File: config.mk
export PLATFORM = sky130hd
export DESIGN_NAME = fp_add_arbiter
export DESIGN_NICKNAME = d
export VERILOG_FILES = /design/src/rtl/fp_add_arbiter.sv
export SDC_FILE = /design/constraint.sdc
export NUM_CORES = 1
export LEC_CHECK = 0
export BUFFER_PORTS_ARGS = -buffer_cell sky130_fd_sc_hd__buf_2
export CAP_MARGIN = 20
export CORE_AREA = 4 4 156 158
export CTS_BUF_LIST = sky130_fd_sc_hd__clkbuf_8 sky130_fd_sc_hd__clkbuf_16
export DETAILED_ROUTE_END_ITERATION = 6
export DIE_AREA = 0 0 160 162
export HOLD_SLACK_MARGIN = 0.12
export PLACE_DENSITY = 0.62
export SLEW_MARGIN = 40
export SYNTH_ARGS = -nofsm -noshare
export SYNTH_HDL_FRONTEND = slang
export SYNTH_SLANG_ARGS = --single-unit
File: constraint.sdc
create_clock -name clk -period 5.4 [get_ports clk]
set_clock_uncertainty 0.05 [all_clocks]
set_input_delay 0.54 -clock clk [delete_from_list [all_inputs] [get_ports clk]]
set_output_delay 0.54 -clock clk [all_outputs]
set_load 0.02 [all_outputs]
File: src/rtl/fp_add_arbiter.sv
// fp_add_arbiter: round-robin arbiter sharing one external combinational fp32 adder among NREQ requesters.
// Define FPADD_ARB_SUB_EN to honour req_op as subtract (sign of B flipped before the adder).
module fp_add_arbiter #(
  parameter int NREQ = 4,
  parameter int SIZE = 32
) (
  input  logic                    clk,
  input  logic                    rst,
  input  logic [NREQ-1:0]         req_valid,
  output logic [NREQ-1:0]         req_ready,
  input  logic [NREQ*SIZE-1:0]    req_a,
  input  logic [NREQ*SIZE-1:0]    req_b,
  input  logic [NREQ-1:0]         req_op,
  output logic [SIZE-1:0]         add_a,
  output logic [SIZE-1:0]         add_b,
  input  logic [SIZE-1:0]         add_out,
  output logic                    rsp_valid,
  input  logic                    rsp_ready,
  output logic [$clog2(NREQ)-1:0] rsp_id,
  output logic [SIZE-1:0]         rsp_data
);
  localparam int IW = $clog2(NREQ);
  typedef enum logic [1:0] {IDLE, EXEC, RESP} state_t;
  state_t          state;
  logic [IW-1:0]   ptr;
  logic [IW-1:0]   gnt_id;
  logic [IW-1:0]   idx;
  logic            gnt_any;
  logic            hs;
  logic [SIZE-1:0] a_q;
  logic [SIZE-1:0] b_q;
  // Walk downward so the nearest valid requester after ptr is the last one written.
  always_comb begin
    gnt_id  = '0;
    gnt_any = 1'b0;
    idx     = '0;
    for (int k = NREQ; k >= 1; k--) begin
      idx = ptr + IW'(k);
      if (req_valid[idx]) begin
        gnt_id  = idx;
        gnt_any = 1'b1;
      end
    end
  end
  assign req_ready = (state == IDLE && gnt_any && !rst) ? {{(NREQ-1){1'b0}}, 1'b1} << gnt_id : '0;
  assign hs        = |(req_valid & req_ready);
  assign add_a     = a_q;
`ifdef FPADD_ARB_SUB_EN
  logic op_q;
  assign add_b = op_q ? {~b_q[SIZE-1], b_q[SIZE-2:0]} : b_q;
  always_ff @(posedge clk or posedge rst)
    if (rst) op_q <= 1'b0;
    else if (state == IDLE && hs) op_q <= req_op[gnt_id];
`else
  logic unused_op;
  assign unused_op = ^req_op;
  assign add_b     = b_q;
`endif
  always_ff @(posedge clk or posedge rst) begin
    if (rst) begin
      state     <= IDLE;
      ptr       <= IW'(NREQ - 1);
      a_q       <= '0;
      b_q       <= '0;
      rsp_valid <= 1'b0;
      rsp_data  <= '0;
      rsp_id    <= '0;
    end else begin
      case (state)
        IDLE: if (hs) begin
          a_q    <= req_a[gnt_id*SIZE +: SIZE];
          b_q    <= req_b[gnt_id*SIZE +: SIZE];
          rsp_id <= gnt_id;
          ptr    <= gnt_id;
          state  <= EXEC;
        end
        EXEC: begin
          rsp_data  <= add_out;
          rsp_valid <= 1'b1;
          state     <= RESP;
        end
        RESP: if (rsp_ready) begin
          rsp_valid <= 1'b0;
          state     <= IDLE;
        end
        default: state <= IDLE;
      endcase
    end
  end
endmodule

Word-level counts from Yosys, hierarchy flattened
Index checks and enable logic that the tools add are counted.
{"block": "totals", "ff_bits": 103, "output_inout_bits": 103, "inputBits": 299}
{"block": "op_classes", "bitwise": 1, "reduce_logical": 9, "order_cmp": 4, "eq_ne": 4, "addsub": 3, "shifts": 3, "n_mux": 22}
{"op": "$shiftx 128x8->32", "n": 2}
{"op": "$lt 2x3->1 const B", "n": 4}
{"op": "$mux 2", "n": 6}
{"op": "$mux 1", "n": 9}
{"op": "$bmux 1 s2", "n": 4}
{"op": "$pmux 2 s3", "n": 1}
{"op": "$reduce_and 2->1", "n": 3}
{"op": "$add 2x2->2 const B", "n": 2}
{"op": "$and 4x4->4", "n": 1}
{"op": "$mux 4", "n": 1}
{"op": "$ne 2x2->1 const B", "n": 2}
{"op": "$reduce_or 4->1", "n": 1}
{"op": "$shl 1x2->4 const A", "n": 1}
{"op": "$add 2x1->2 const B", "n": 1}
{"op": "$eq 2x1->1 const B", "n": 1}
{"op": "$eq 2x2->1 const B", "n": 1}
{"op": "$logic_and 1x1->1", "n": 2}
{"op": "$logic_not 2->1", "n": 1}
{"op": "$pmux 1 s2", "n": 1}
{"op": "$reduce_bool 2->1", "n": 1}
{"op": "$logic_not 1->1", "n": 1}

Logic depth before layout (Yosys ltp)
Gate-level depths: netlist of run 1.
{"block": "depth", "word_depth": 13, "mapped_depth": 8}

Worst setup path after synthesis of run 1
No wires, ideal clock.
{"block": "synth_path", "path_type": "input to output", "from": "input port req_valid[1]", "to": "output port req_ready[0]", "path_stages": 8, "n_path_buf": 3, "arrival_time_ns": 1.911, "slack_ns": 2.899, "required_time_ns": 4.810, "cell_sequence": "nor2b_1 > a21oi_1 > o221a_2 > and2_1 > clkbuf_1 > buf_6 > buf_6 > nor2b_1"}
{"block": "synth_via", "elab_chain_cells": 9, "elab_cells_between_ends": 20}
{"element": "start: declaration", "line": "9", "rtl": "input logic [NREQ-1:0] req_valid,"}
{"element": "$bmux 1 s2", "line": "39", "rtl": "if (req_valid[idx]) begin"}
{"element": "$mux 1 (implied by the code)", "line": "39"}
{"element": "$mux 1 (4 in a row)", "line": "39"}
{"element": "$logic_and 1x1->1 (2 in a row)", "line": "45", "rtl": "assign req_ready = (state == IDLE && gnt_any && !rst) ? {{(NREQ-1){1'b0}}, 1'b1} << gnt_id : '0;"}
{"element": "$mux 4 *", "line": "45"}
{"element": "end: declaration", "line": "10", "rtl": "output logic [NREQ-1:0] req_ready,"}
Mark *: on every way between the ends. The rest lies on a longest branch, timed or not. The select of a mux whose other input is x is not followed.

Worst setup path after layout of run 1
{"block": "layout_path", "from": "register state[1]", "to": "output port req_ready[2]"}
{"block": "layout_via", "elab_chain_cells": 4}
{"element": "start: declaration", "line": "24", "rtl": "state_t state;"}
{"element": "start signal: assignment", "line": "61", "rtl": "state <= IDLE;"}
{"element": "start signal: assignment", "line": "75", "rtl": "state <= EXEC;"}
{"element": "start signal: assignment", "line": "80", "rtl": "state <= RESP;"}
{"element": "$logic_not 2->1", "line": "45"}
{"element": "$logic_and 1x1->1 (2 in a row)", "line": "45"}
{"element": "$mux 4", "line": "45"}
Every way passes these cells.

==> impl_metrics.prom, run 1 <==
# TYPE chip_impl_metric gauge
chip_impl_metric{name="ctsHoldBuffers",unit=""} 0
chip_impl_metric{name="total_neg_setup_slack",unit="ns"} 0
chip_impl_metric{name="placed_cells",unit=""} 1126
chip_impl_info{name="netlist.top_cell.by_area",value="dfrtp_1"} 1
chip_impl_metric{name="synth.net_count",unit=""} 769
chip_impl_info{name="cts_root_buffer",value="clkbuf_16"} 1
chip_impl_metric{name="design.final.nets",unit=""} 1146
chip_impl_metric{name="async_s_r_ff_share_synth",unit="%"} 100.0
chip_impl_info{name="yosys.cell_count.top_type",value="mux2i_1"} 1
chip_impl_metric{name="syn_area_per_cell",unit="sq um"} 11.97
chip_impl_metric{name="slew_headroom",unit="%"} 53.22
chip_impl_metric{name="synthesis.yosys.warnings",unit=""} 0
chip_impl_metric{name="number_of_h_tree_levels",unit=""} 3
chip_impl_info{name="kind_of_start_point_of_the_critical_path",value="flip-flop"} 1
chip_impl_metric{name="post_synth_num_cell_types",unit=""} 26
chip_impl_metric{name="number_of_antenna_violations_at_the_first_check_in_global_routing",unit=""} 0
chip_impl_metric{name="first_pass_grt_wire_length",unit="um"} 30390
chip_impl_metric{name="route.final.wire_length",unit="um"} 20040
chip_impl_metric{name="worstMarginPinSlew",unit="ns"} 0.7017
chip_impl_metric{name="residual_overflow_from_global_routing",unit=""} 0
chip_impl_metric{name="ant_nets",unit=""} 0
chip_impl_metric{name="layout-drive-gt1-share",unit="%"} 57.75
chip_impl_metric{name="synthDominantCellAreaShare",unit="%"} 44.91
chip_impl_metric{name="final_min_period_over_clock_period",unit="%"} 61.33
chip_impl_metric{name="clock.fmax",unit="GHz"} 0.3020
chip_impl_metric{name="grt_start_max_net_pins",unit=""} 76
chip_impl_metric{name="dp_worst_setup_slack",unit="ns"} 2.207
chip_impl_metric{name="final_non_filler_cell_total",unit=""} 1142
chip_impl_metric{name="critical_path.max_fanout",unit=""} 44
chip_impl_metric{name="post-dp-hpwl",unit="um"} 15710
chip_impl_info{name="synth_top_cells_by_area",value="dfrtp_1 (45%), mux2i_1 (23%), a221oi_2 (7.2%)"} 1
chip_impl_metric{name="pwr_density_cell",unit="nW/um^2"} 548.9
chip_impl_metric{name="cts_num_sinks",unit=""} 103
chip_impl_metric{name="tritoncts.num_buffers",unit=""} 9
chip_impl_metric{name="chipWidth",unit="um"} 160
chip_impl_metric{name="global_route.usage.total",unit="%"} 14.59
chip_impl_metric{name="ctsResizeCount",unit=""} 0
chip_impl_metric{name="grt_pass1_vias",unit=""} 5626
chip_impl_metric{name="p_leak",unit="nW"} 4.146
chip_impl_metric{name="final_routed_drc_violation_total",unit=""} 0
chip_impl_metric{name="ir_worst_vdd",unit="mV"} 0.3196
chip_impl_metric{name="worst-endpoint-arrival",unit="ns"} 2.72
chip_impl_metric{name="die_area",unit="sq um"} 25920
chip_impl_metric{name="setup_violating_endpoint_count_in_the_final_report",unit=""} 0
chip_impl_metric{name="crit_required",unit="ns"} 4.81
chip_impl_metric{name="n_antenna_cell",unit=""} 0
chip_impl_info{name="dominantRegCellSynth",value="dfrtp_1"} 1
chip_impl_info{name="grt_setup_unrepaired",value="false"} 1
chip_impl_metric{name="area_growth",unit="%"} 45.29
chip_impl_metric{name="cts-root-to-sink-buffers",unit=""} 2
chip_impl_info{name="clock_tree_from_tritoncts",value="done"} 1
chip_impl_metric{name="fp-row-count",unit=""} 56
chip_impl_info{name="hp-class",value="input port to asynchronous set/reset pin"} 1
chip_impl_metric{name="finalCriticalPeriod",unit="ns"} 3.312
chip_impl_metric{name="boundaryPins",unit=""} 402
chip_impl_metric{name="synth_sequential_area_ratio",unit="%"} 45.84
chip_impl_metric{name="wl_per_cell",unit="um"} 17.54
chip_impl_metric{name="drt_iter0_drc",unit=""} 258
chip_impl_info{name="crit_path_end_kind",value="output pin"} 1
chip_impl_metric{name="chipHeight",unit="um"} 162
chip_impl_metric{name="final-hold-violation-count",unit=""} 0
chip_impl_metric{name="count_of_tritonroute_iterations_in_the_first_routing_pass",unit=""} 4
chip_impl_metric{name="routed-via-count",unit=""} 5277
chip_impl_info{name="run_status",value="finished, final reports clean"} 1
chip_impl_metric{name="edff_count_synth",unit=""} 0
chip_impl_metric{name="clkTransAtPathRegs",unit="ns"} 0.08
chip_impl_metric{name="start_util",unit="%"} 24.34
chip_impl_metric{name="vias_per_cell",unit=""} 4.621
chip_impl_info{name="crit_type",value="flip-flop to output pin"} 1
chip_impl_metric{name="fp.coreArea",unit="sq um"} 23120
chip_impl_metric{name="ys_seq_elements",unit=""} 103
chip_impl_info{name="most_frequent_cells_after_synthesis",value="mux2i_1 (129), dfrtp_1 (101), nor2_1 (69), a221oi_1 (37), mux2_2 (32)"} 1
chip_impl_metric{name="syn_area",unit="sq um"} 5628
chip_impl_metric{name="post-cts-setup-buffer-count",unit=""} 0
chip_impl_metric{name="io_buffers",unit=""} 397
chip_impl_metric{name="final.setup.worst_slack",unit="ns"} 2.088
chip_impl_metric{name="final_slew_viol_count",unit=""} 0
chip_impl_metric{name="maxCapViolations",unit=""} 0
chip_impl_metric{name="routabilityCongestion",unit=""} 0.7323
chip_impl_metric{name="worstSkewPairLatency",unit="ns"} 0.35
chip_impl_metric{name="synthCells",unit=""} 470
metrics by stage:
step | total power, mW | util [%] | area [sq um] | hold slack (ns)
floorplan | 3.099 | - | 5628 | 0.4260
global placement | 3.837 | 33.92 | 7844 | 0.4132
detailed placement | 3.894 | 34.11 | 7886 | 0.4246
CTS | 4.569 | 35.36 | 8177 | 0.2702
global route | 4.809 | 35.36 | 8177 | 0.3018
finish | 4.489 | 35.36 | 8177 | 0.2452
registers in the layout, summed over array words and instances (netlist names):
register   flops
add_a         32
add_b         32
rsp_data      32
ptr            2
rsp_id         2
state          2
rsp_valid      1
critical path: stages (launching register included):
cell     delay (ns)
dfrtp_1        0.44
nor3_1         0.33
o41ai_2        0.21
inv_2          0.46
buf_4          0.53
and3_1         0.23
buf_2          0.16
metal layers:
metal / global-route usage, % / part of all wire (%)
met4: 3.324 / 1.2
met5: 0 / 0
met3: 5.633 / 9.7
met1: 16.60 / 39
met2: 25.99 / 50
where the power goes:
group,internal (mW),total [mW],switching (mW)
sequential,1.16,1.37,0.206
combinational,1.03,2.48,1.45
clock,0.333,0.648,0.315
total,2.52,4.49,1.97
kinds of logic after synthesis:
| group | count (synthesis) | synth area share, % |
|---|---|---|
| multiplexers | 161 | 29.35 |
| flip-flops | 103 | 45.84 |
| AND/OR/NAND/NOR | 89 | 6.536 |
| AO/OA/AOI/OAI | 73 | 14.07 |
| buffers and inverters | 44 | 4.202 |
final cells by class:
class | instances | area (sq um)
clock buffer | 10 | 239.0
clock inverter | 6 | 51.30
fill | 2351 | 14950
inverter | 4 | 17.52
multi-input combinational | 323 | 2831
sequential | 103 | 2580
tap | 290 | 362.8
timing repair buffer | 406 | 2095
cell usage in the layout (no fill, tap or decap), types with 2 or more instances in the layout:
cell type	synthesis	layout
a21oi_1	5	5
inv_1	3	2
o21ai_0	2	2
nor3_1	3	2
a221oi_1	37	37
clkbuf_16	0	9
buf_2	15	397
clkinv_4	0	3
nand2_1	6	6
dfstp_2	2	2
nor2_1	69	69
nor2b_1	3	2
buf_4	6	6
nand2b_1	2	2
mux2i_1	129	129
mux2_2	32	32
a221oi_2	27	27
nor3b_1	2	2
dfrtp_1	101	101
path summary, 6_finish.rpt:
path                                 start           end  slack (ns)  cells after the start
worst max-delay path              state[1]  req_ready[2]        2.09                      6
worst min-delay path                   rst  rsp_data[20]        0.25                      2
worst max register to register    state[1]     add_b[29]        2.42                      6
worst min register to register   rsp_id[1]     rsp_id[1]        0.43                      2
max in group asynchronous              rst     add_b[29]        3.88                      3
min in group clk                add_out[3]   rsp_data[3]        0.37                      2
(Power assumes the default switching activity.)
==> inputs of run 2 (changes only) <==
- CORE_AREA: 4 4 156 158 -> 4 4 155 157
- DIE_AREA: 0 0 160 162 -> 0 0 159 161
- PLACE_DENSITY: 0.62 -> 0.64
- clock period: 5.4 -> 3 ns (I/O delays scaled with it)
==> impl_metrics.prom, run 2 (synthesized netlist as in run 1, its figures left out) <==
# TYPE chip_impl_metric gauge
chip_impl_info{name="run_status",value="finished, final reports clean"} 1
chip_impl_metric{name="chipHeight",unit="um"} 161
chip_impl_metric{name="finalCriticalPeriod",unit="ns"} 2.458
chip_impl_metric{name="tritoncts.num_buffers",unit=""} 9
chip_impl_metric{name="final_slew_viol_count",unit=""} 0
chip_impl_metric{name="route.final.wire_length",unit="um"} 19640
chip_impl_metric{name="clock.fmax",unit="GHz"} 0.4068
chip_impl_metric{name="clkTransAtPathRegs",unit="ns"} 0.08
chip_impl_metric{name="post-cts-setup-buffer-count",unit=""} 0
chip_impl_metric{name="critical_path.max_fanout",unit=""} 7
chip_impl_metric{name="cts-root-to-sink-buffers",unit=""} 2
chip_impl_metric{name="stdcell_area",unit="sq um"} 8548
chip_impl_info{name="clock_tree_from_tritoncts",value="done"} 1
chip_impl_info{name="crit_type",value="input port to output pin"} 1
chip_impl_metric{name="number_of_h_tree_levels",unit=""} 3
chip_impl_metric{name="drt_iter0_drc",unit=""} 185
chip_impl_metric{name="die_area",unit="sq um"} 25600
chip_impl_metric{name="first_pass_grt_wire_length",unit="um"} 30880
chip_impl_info{name="mostFrequentLayoutCell",value="buf_2"} 1
chip_impl_metric{name="slew_headroom",unit="%"} 59.04
chip_impl_metric{name="final_min_period_over_clock_period",unit="%"} 81.95
chip_impl_metric{name="boundaryPins",unit=""} 402
chip_impl_metric{name="number_of_antenna_violations_at_the_first_check_in_global_routing",unit=""} 1
chip_impl_metric{name="final_routed_drc_violation_total",unit=""} 0
chip_impl_metric{name="total_neg_setup_slack",unit="ns"} 0
chip_impl_metric{name="io_buffers",unit=""} 397
chip_impl_metric{name="post-dp-hpwl",unit="um"} 14810
chip_impl_metric{name="fp-row-count",unit=""} 55
chip_impl_metric{name="worst-endpoint-arrival",unit="ns"} 2.11
chip_impl_metric{name="ant_nets",unit=""} 0
chip_impl_metric{name="setup_violating_endpoint_count_in_the_final_report",unit=""} 0
chip_impl_metric{name="crit_required",unit="ns"} 2.65
chip_impl_info{name="grt_setup_unrepaired",value="false"} 1
chip_impl_metric{name="layout-drive-gt1-share",unit="%"} 55.98
chip_impl_metric{name="grt_pass1_vias",unit=""} 5922
chip_impl_metric{name="vias_per_cell",unit=""} 4.619
chip_impl_metric{name="pwr_density_cell",unit="nW/um^2"} 958.9
chip_impl_info{name="layout.cells.most_common_list",value="buf_2 (397), mux2i_1 (129), dfrtp_1 (101)"} 1
chip_impl_info{name="crit_path_end_kind",value="output pin"} 1
chip_impl_metric{name="routabilityCongestion",unit=""} 0.7688
chip_impl_metric{name="ctsResizeCount",unit=""} 0
chip_impl_metric{name="post_dp_cell_area",unit="sq um"} 7954
chip_impl_metric{name="grt_start_max_net_pins",unit=""} 66
chip_impl_metric{name="routed-via-count",unit=""} 5414
chip_impl_metric{name="fp.coreArea",unit="sq um"} 22500
chip_impl_metric{name="p_leak",unit="nW"} 4.296
chip_impl_metric{name="worstMarginPinSlew",unit="ns"} 0.6077
chip_impl_metric{name="final-hold-violation-count",unit=""} 0
chip_impl_metric{name="count_of_tritonroute_iterations_in_the_first_routing_pass",unit=""} 4
chip_impl_metric{name="residual_overflow_from_global_routing",unit=""} 0
chip_impl_metric{name="global_route.usage.total",unit="%"} 14.78
chip_impl_info{name="cts_root_buffer",value="clkbuf_16"} 1
chip_impl_metric{name="worstSkewPairLatency",unit="ns"} 0.35
chip_impl_metric{name="start_util",unit="%"} 25.01
chip_impl_metric{name="design.final.nets",unit=""} 1180
chip_impl_metric{name="design_power_total",unit="mW"} 8.197
chip_impl_metric{name="area_growth",unit="%"} 51.89
chip_impl_metric{name="wl_per_cell",unit="um"} 16.76
chip_impl_info{name="hp-class",value="input port to flip-flop"} 1
chip_impl_info{name="kind_of_start_point_of_the_critical_path",value="input port"} 1
chip_impl_metric{name="cts_num_sinks",unit=""} 103
chip_impl_metric{name="maxCapViolations",unit=""} 0
chip_impl_metric{name="ir_worst_vdd",unit="mV"} 0.5136
chip_impl_metric{name="chipWidth",unit="um"} 159
run 2: through the flow:
stage	std cells	setup WS (ns)	util, %	hold WS [ns]
finish	1172	0.5416	37.99	0.1449
global route	1172	0.4363	37.99	0.1310
CTS	1171	0.5544	37.98	0.1236
detailed placement	1125	0.7280	35.35	0.2337
global placement	1124	0.7799	35.28	0.2313
floorplan	470	0.7810	-	0.4017
run 2: cell type report:
type | instances | area (sq um)
multi-input cells | 323 | 2831
inverters | 4 | 18.77
repair buffers | 440 | 2467
clock buffers | 9 | 225.2
fillers | 2236 | 13950
flip-flops and latches | 103 | 2580
clock inverters | 7 | 66.31
diodes | 1 | 2.502
well taps | 285 | 356.6
run 2: worst max-delay path: stages:
cell           delay (ns)
dlygate4sd3_1        0.53
buf_2                0.14
nor3_1               0.30
o41ai_2              0.22
inv_2                0.14
and2_4               0.18
nor2b_1              0.12
buf_2                0.18
run 2: routing by layer:
metal  GRT usage [%]  vias to the layer above  wire, um
met5               0                        -         0
met4           4.221                        0       372
met3           5.971                       22      1910
met2           26.47                      274      9841
met1           16.21                     2526      7517
li1                -                     2592         -
run 2: timing repair:
action / CTS / global route
hold buffers: 30 / 0
endpoints found under the hold margin: 38 / 0
setup endpoints to repair: 0 / 0
run 2: report_power, final:
| group | total [mW] | switching (mW) | internal, mW |
|---|---|---|---|
| clock network | 1.17 | 0.584 | 0.585 |
| registers | 2.46 | 0.371 | 2.09 |
| logic | 4.57 | 2.64 | 1.93 |
run 2: path summary, 6_finish.rpt:
path / from / end / slack [ns] / cells after the start
max in group asynchronous: rst / add_a[3] / 1.83 / 4
max reg2reg: ptr[0] / add_b[11] / 0.81 / 7
min in group asynchronous: rst / add_b[2] / 0.40 / 3
min reg2reg: rsp_id[1] / rsp_id[1] / 0.44 / 2
min: add_out[12] / rsp_data[12] / 0.14 / 2
max: rst / req_ready[0] / 0.54 / 8
